===== config.mk =====
export PLATFORM = sky130hd
export DESIGN_NAME = inst_fetch_queue
export DESIGN_NICKNAME = d
export VERILOG_FILES = /design/src/rtl/inst_fetch_queue.sv
export SDC_FILE = /design/constraint.sdc
export NUM_CORES = 1
export LEC_CHECK = 0
export CAP_MARGIN = 0
export CORE_ASPECT_RATIO = 0.6
export CORE_MARGIN = 8
export CORE_UTILIZATION = 49
export DETAILED_ROUTE_END_ITERATION = 12
export GPL_ROUTABILITY_DRIVEN = 0
export PLACE_DENSITY = 0.78
export SKIP_CTS_REPAIR_TIMING = 1
export SLEW_MARGIN = 10
export SYNTH_ARGS = -nofsm -noshare
export SYNTH_HDL_FRONTEND = slang
export SYNTH_SLANG_ARGS = --single-unit

===== constraint.sdc =====
create_clock -name clk -period 5.95 [get_ports clk]
set_input_delay 0.8925 -clock clk [delete_from_list [all_inputs] [get_ports clk]]
set_output_delay 0.8925 -clock clk [all_outputs]
set_load 0.05 [all_outputs]

===== src/rtl/inst_fetch_queue.sv =====
`default_nettype none
// ============================================================================
//  Module      : inst_fetch_queue
//  Description : Instruction prefetch queue ahead of the IF stage. Issues word
//                fetches and buffers in-order responses, flushing on redirect.
//  Revision    : 1.0 - initial release
// ============================================================================
module inst_fetch_queue #(
    parameter int          DEPTH    = 4,
    parameter logic [31:0] RESET_PC = 32'h0000_0000,
    parameter logic [31:0] NOP      = 32'h0000_0013
) (
    input  logic        clk,
    input  logic        reset,
    input  logic        IFWrite,
    input  logic        redirect,
    input  logic [31:0] JumpAddr,
    output logic [31:0] PC,
    output logic [31:0] Instruction_if,
    output logic        inst_valid,
    output logic        imem_req,
    output logic [31:0] imem_addr,
    input  logic        imem_gnt,
    input  logic        imem_rvalid,
    input  logic [31:0] imem_rdata
);

    localparam int AW = $clog2(DEPTH);
    // Fetches marked for discard do not count toward the issue limit, so
    // inflight can briefly exceed DEPTH after a redirect; counters get headroom.
    localparam int CW = AW + 3;
    localparam logic [CW-1:0] c_depth   = CW'(DEPTH);
    localparam logic [AW-1:0] c_ptr_one = AW'(1);

    logic [31:0]   r_fpc;
    logic [31:0]   r_ret_pc;
    logic [31:0]   r_pc_mem    [DEPTH];
    logic [31:0]   r_instr_mem [DEPTH];
    logic [AW-1:0] r_wr_ptr;
    logic [AW-1:0] r_rd_ptr;
    logic [AW:0]   r_occ;
    logic [CW-1:0] r_inflight;
    logic [CW-1:0] r_drop;

    logic [CW-1:0] w_outstanding;
    logic [CW-1:0] w_level;
    logic [CW-1:0] w_inflight_ret;
    logic [31:0]   w_target;
    logic          w_grant;
    logic          w_push;
    logic          w_pop;
    logic          w_discard;
    logic          w_unused_ok;

    assign w_target       = {JumpAddr[31:2], 2'b00};
    assign w_unused_ok    = ^JumpAddr[1:0];
    assign w_outstanding  = r_inflight - r_drop;
    assign w_level        = CW'(r_occ) + w_outstanding;
    assign w_inflight_ret = r_inflight - CW'(imem_rvalid);

    assign inst_valid     = (r_occ != '0);
    assign imem_req       = reset && !redirect && (w_level < c_depth);
    assign imem_addr      = r_fpc;
    assign w_grant        = imem_req && imem_gnt;
    assign w_discard      = imem_rvalid && (r_drop != '0);
    assign w_push         = reset && !redirect && imem_rvalid && (r_drop == '0);
    assign w_pop          = IFWrite && inst_valid && !redirect;

    // When empty, PC shows the address of the next instruction expected back.
    assign Instruction_if = inst_valid ? r_instr_mem[r_rd_ptr] : NOP;
    assign PC             = inst_valid ? r_pc_mem[r_rd_ptr] : r_ret_pc;

    always_ff @(posedge clk) begin
        if (!reset) begin
            r_fpc      <= RESET_PC;
            r_ret_pc   <= RESET_PC;
            r_wr_ptr   <= '0;
            r_rd_ptr   <= '0;
            r_occ      <= '0;
            r_inflight <= '0;
            r_drop     <= '0;
        end else if (redirect) begin
            // Everything still owed by memory, minus this cycle's response,
            // belongs to the old stream and must be thrown away.
            r_fpc      <= w_target;
            r_ret_pc   <= w_target;
            r_wr_ptr   <= '0;
            r_rd_ptr   <= '0;
            r_occ      <= '0;
            r_inflight <= w_inflight_ret;
            r_drop     <= w_inflight_ret;
        end else begin
            if (w_grant) begin
                r_fpc <= r_fpc + 32'd4;
            end
            r_inflight <= w_inflight_ret + CW'(w_grant);
            if (w_discard) begin
                r_drop <= r_drop - CW'(1);
            end
            if (w_push) begin
                r_wr_ptr <= r_wr_ptr + c_ptr_one;
                r_ret_pc <= r_ret_pc + 32'd4;
            end
            if (w_pop) begin
                r_rd_ptr <= r_rd_ptr + c_ptr_one;
            end
            r_occ <= r_occ + (AW+1)'(w_push) - (AW+1)'(w_pop);
        end
    end

    always_ff @(posedge clk) begin
        if (w_push) begin
            r_pc_mem[r_wr_ptr]    <= r_ret_pc;
            r_instr_mem[r_wr_ptr] <= imem_rdata;
        end
    end

endmodule
`default_nettype wire


==> results.sh <==
export IMPL_run_status="complete, no violations"
export IMPL_cts_made_buffers=30
export IMPL_rsz_0062_raised_after_global_routing="no"
export IMPL_synth_edf_count=248
export IMPL_syn_avg_cell_area_um2=14.9
export IMPL_total_leakage_power_nw=5.41
export IMPL_layoutNonFillerInstCount=1471
export IMPL_drv_slew=0
export IMPL_core_rowCount=47
export IMPL_startpoint_type="register"
export IMPL_areaGrowthSynthToFinish_pct=21.3
export IMPL_port_buffer_count=161
export IMPL_totalNegativeSetupSlack_ns=0
export IMPL_synth_top_flop_cell="sky130_fd_sc_hd__edfxtp_1"
export IMPL_placedCellCount=1417
export IMPL_io_pin_count=168
export IMPL_worst_ir_drop_vdd_uv=163
export IMPL_floorplan_die_area_mm2=0.0339
export IMPL_final_report_hold_violation_count=0
export IMPL_track_usage_pct=18.3
export IMPL_clock_path_buffers=3
export IMPL_dr_total_vias=8484
export IMPL_timing_hold_worst_class="reg2reg"
export IMPL_timing_final_crit_period_ns=4.71
export IMPL_ant_nets=0
export IMPL_critPathKind="reg2out"
export IMPL_initial_core_util_pct=49.9
export IMPL_die_height_um=146
export IMPL_p_total_mw=5.05
export IMPL_timing_max_cap_violations=0
export IMPL_multiInputGateArea_mm2=0.00444
export IMPL_clock_tree_root_cell="sky130_fd_sc_hd__clkbuf_16"
export IMPL_synthDistinctLibCells=48
export IMPL_mostFrequentLayoutCells="sky130_fd_sc_hd__edfxtp_1, sky130_fd_sc_hd__clkdlybuf4s50_1, sky130_fd_sc_hd__dfxtp_1"
export IMPL_regToRegSetupSlack_ns=1.97
export IMPL_grt_first_pass_wirelength_um=49300
export IMPL_antennaDiodeCount=0
export IMPL_drc=0
export IMPL_worst_clock_skew_ns=0.0110
export IMPL_number_of_global_route_vias_before_repair=8378
export IMPL_routed_wire_length_per_instance_um=21.6
export IMPL_h_tree_depth=1
export IMPL_total_half_perimeter_wirelength_after_legalization_and_detailed_placement_um=20600
export IMPL_yosys_register_bits=327
export IMPL_ys_async_sr_fraction_pct=0
export IMPL_area_sequential_mm2=0.00903
export IMPL_worst_slew_pin_slew_ns=0.925
export IMPL_die_span_x_um=232
export IMPL_ys_warnings_count=0
export IMPL_insertion_delay_ns=0.56
export IMPL_most_frequent_standard_cell_in_the_layout_excluding_fill_and_tap_cells="sky130_fd_sc_hd__edfxtp_1"
export IMPL_period_share_pct=79.1
export IMPL_synth_area_mm2=0.0138
export IMPL_power_density_mw_per_mm2=303
export IMPL_setup_violations=0
export IMPL_clkSlewWorstSetupHoldPaths_ns=0.07
export IMPL_maximum_number_of_pins_on_one_net_before_global_route_repair=97
export IMPL_drt_pass1_iter_count=5
export IMPL_wirelength_um=31700
export IMPL_worstPathArrival_ns=3.81
export IMPL_core_area_mm2=0.0276
export IMPL_ys_seq_area_share_pct=65.6
export IMPL_path_max_fanout=5
export IMPL_post_drt_via_cell_ratio=5.77
export IMPL_cts_tree="done"
export IMPL_category_of_the_worst_setup_path_capture_point="output pin"
export IMPL_detailedRoute_firstIterationViolations=757
export IMPL_clock_fmax_ghz=0.212
export IMPL_timing_slew_headroom_pct=38.4
export IMPL_critical_path_required_ns=5.06
export IMPL_num_fill_cells=2065
export IMPL_drive_above_1_share_pct=14.6
export IMPL_antenna_found_initial=0
export IMPL_overflow=0
export IMPL_cts_sinks=327
export IMPL_number_of_cells_produced_by_synthesis=922
export IMPL_fin_nets=1173
[final cells by class]
cell class | instances | area share (%)
timing repair buffer | 172 | 10.2
clock buffer | 41 | 5.06
sequential | 327 | 54.2
clock inverter | 13 | 0.548
tap | 367 | 2.75
inverter | 32 | 0.720
multi-input combinational | 519 | 26.6
[power by group]
part | leakage (nW) | switching [mW] | internal [mW] | total, mW
sequential | 2.91 | 0.0730 | 2.52 | 2.59
combinational | 2.04 | 0.376 | 0.233 | 0.609
clock | 0.456 | 0.813 | 1.03 | 1.85
total | 5.41 | 1.26 | 3.78 | 5.05
[logic make-up after synthesis]
family          count (synthesis)  share of synthesized area (%)
flops                         327                           65.6
simple gates                  222                           8.80
compound gates                134                           5.52
mux                            94                           12.8
buf+inv                        79                           2.26
xor+xnor                       44                           2.90
fa+ha+maj                      21                           2.07
other cells                     1                         0.0273
[state kept, by name (all words and copies together), names as in the netlist, named ones only]
name         count
r_inflight       5
imem_addr       30
r_drop           5
r_wr_ptr         2
r_rd_ptr         2
r_instr_mem    128
r_ret_pc        30
r_pc_mem       120
r_occ            3
[final timing paths]
check              startpoint            end  depth (start not counted)
setup / recovery     r_occ[2]       imem_req                          9
hold / removal    r_wr_ptr[1]    r_wr_ptr[1]                          2
setup reg to reg     r_occ[2]  r_inflight[4]                         14
hold reg to reg   r_wr_ptr[1]    r_wr_ptr[1]                          2
[metrics by stage]
| step | instance area [um^2] | hold WS, ns | setup WS, ns | utilization, % |
|---|---|---|---|---|
| 6_report | 16700 | 0.523 | 1.24 | 60.5 |
| 5_1_grt | 16700 | 0.552 | 1.10 | 60.5 |
| 4_1_cts | 16700 | 0.522 | 1.22 | 60.5 |
| 3_5_place_dp | 15700 | 0.493 | 1.59 | 57.1 |
| 3_3_place_gp | 15700 | 0.491 | 1.64 | 57.1 |
| 2_1_floorplan | 13800 | 0.469 | 2.29 | - |
[synthesized netlist by cell type (2+ instances only)]
| library cell | number | area share, % |
|---|---|---|
| sky130_fd_sc_hd__nor4b_1 | 2 | 0.13 |
| sky130_fd_sc_hd__buf_1 | 8 | 0.22 |
| sky130_fd_sc_hd__or2_2 | 5 | 0.23 |
| sky130_fd_sc_hd__o21a_1 | 3 | 0.16 |
| sky130_fd_sc_hd__mux2_2 | 32 | 2.6 |
| sky130_fd_sc_hd__and3_1 | 14 | 0.64 |
| sky130_fd_sc_hd__o211ai_1 | 2 | 0.11 |
| sky130_fd_sc_hd__mux4_2 | 62 | 10 |
| sky130_fd_sc_hd__or3_1 | 19 | 0.86 |
| sky130_fd_sc_hd__dfxtp_1 | 79 | 11 |
| sky130_fd_sc_hd__nand2_1 | 40 | 1.1 |
| sky130_fd_sc_hd__ha_1 | 18 | 1.6 |
| sky130_fd_sc_hd__or4_1 | 4 | 0.22 |
| sky130_fd_sc_hd__buf_4 | 4 | 0.22 |
| sky130_fd_sc_hd__o21ai_0 | 49 | 1.8 |
| sky130_fd_sc_hd__nor2_1 | 27 | 0.74 |
| sky130_fd_sc_hd__a211oi_1 | 4 | 0.22 |
| sky130_fd_sc_hd__nor3b_1 | 4 | 0.22 |
| sky130_fd_sc_hd__nor2b_1 | 29 | 1.3 |
| sky130_fd_sc_hd__nor3_1 | 12 | 0.44 |
| sky130_fd_sc_hd__a221oi_1 | 2 | 0.13 |
| sky130_fd_sc_hd__fa_1 | 3 | 0.44 |
| sky130_fd_sc_hd__nor4_1 | 6 | 0.27 |
| sky130_fd_sc_hd__nand4_1 | 19 | 0.86 |
| sky130_fd_sc_hd__edfxtp_1 | 248 | 54 |
| sky130_fd_sc_hd__clkbuf_1 | 35 | 0.96 |
| sky130_fd_sc_hd__xor2_1 | 26 | 1.7 |
| sky130_fd_sc_hd__xnor2_1 | 17 | 1.1 |
| sky130_fd_sc_hd__inv_1 | 32 | 0.87 |
| sky130_fd_sc_hd__a31oi_1 | 24 | 1.1 |
| sky130_fd_sc_hd__a21oi_1 | 42 | 1.5 |
| sky130_fd_sc_hd__o31ai_1 | 2 | 0.11 |
| sky130_fd_sc_hd__nand3_1 | 29 | 1.1 |
| sky130_fd_sc_hd__and4_1 | 6 | 0.38 |
[critical path, cell delays in order, from the launching register on]
cell	delay (ns)
sky130_fd_sc_hd__dfxtp_1	0.39
sky130_fd_sc_hd__inv_1	0.08
sky130_fd_sc_hd__fa_1	0.55
sky130_fd_sc_hd__inv_1	0.05
sky130_fd_sc_hd__ha_1	0.32
sky130_fd_sc_hd__and4b_1	0.21
sky130_fd_sc_hd__or2_2	0.32
sky130_fd_sc_hd__o31a_1	0.37
sky130_fd_sc_hd__nor2_1	0.12
sky130_fd_sc_hd__clkdlybuf4s50_1	0.83
[per-layer routing]
metal	GRT usage (%)	routed length (um)	vias up
li1	-	-	3884
met1	27.2	14500	4256
met2	27.5	14400	308
met3	4.05	2380	36
met4	3.01	353	0
met5	0	0	-
No activity file was read; power rests on OpenSTA's default activity.
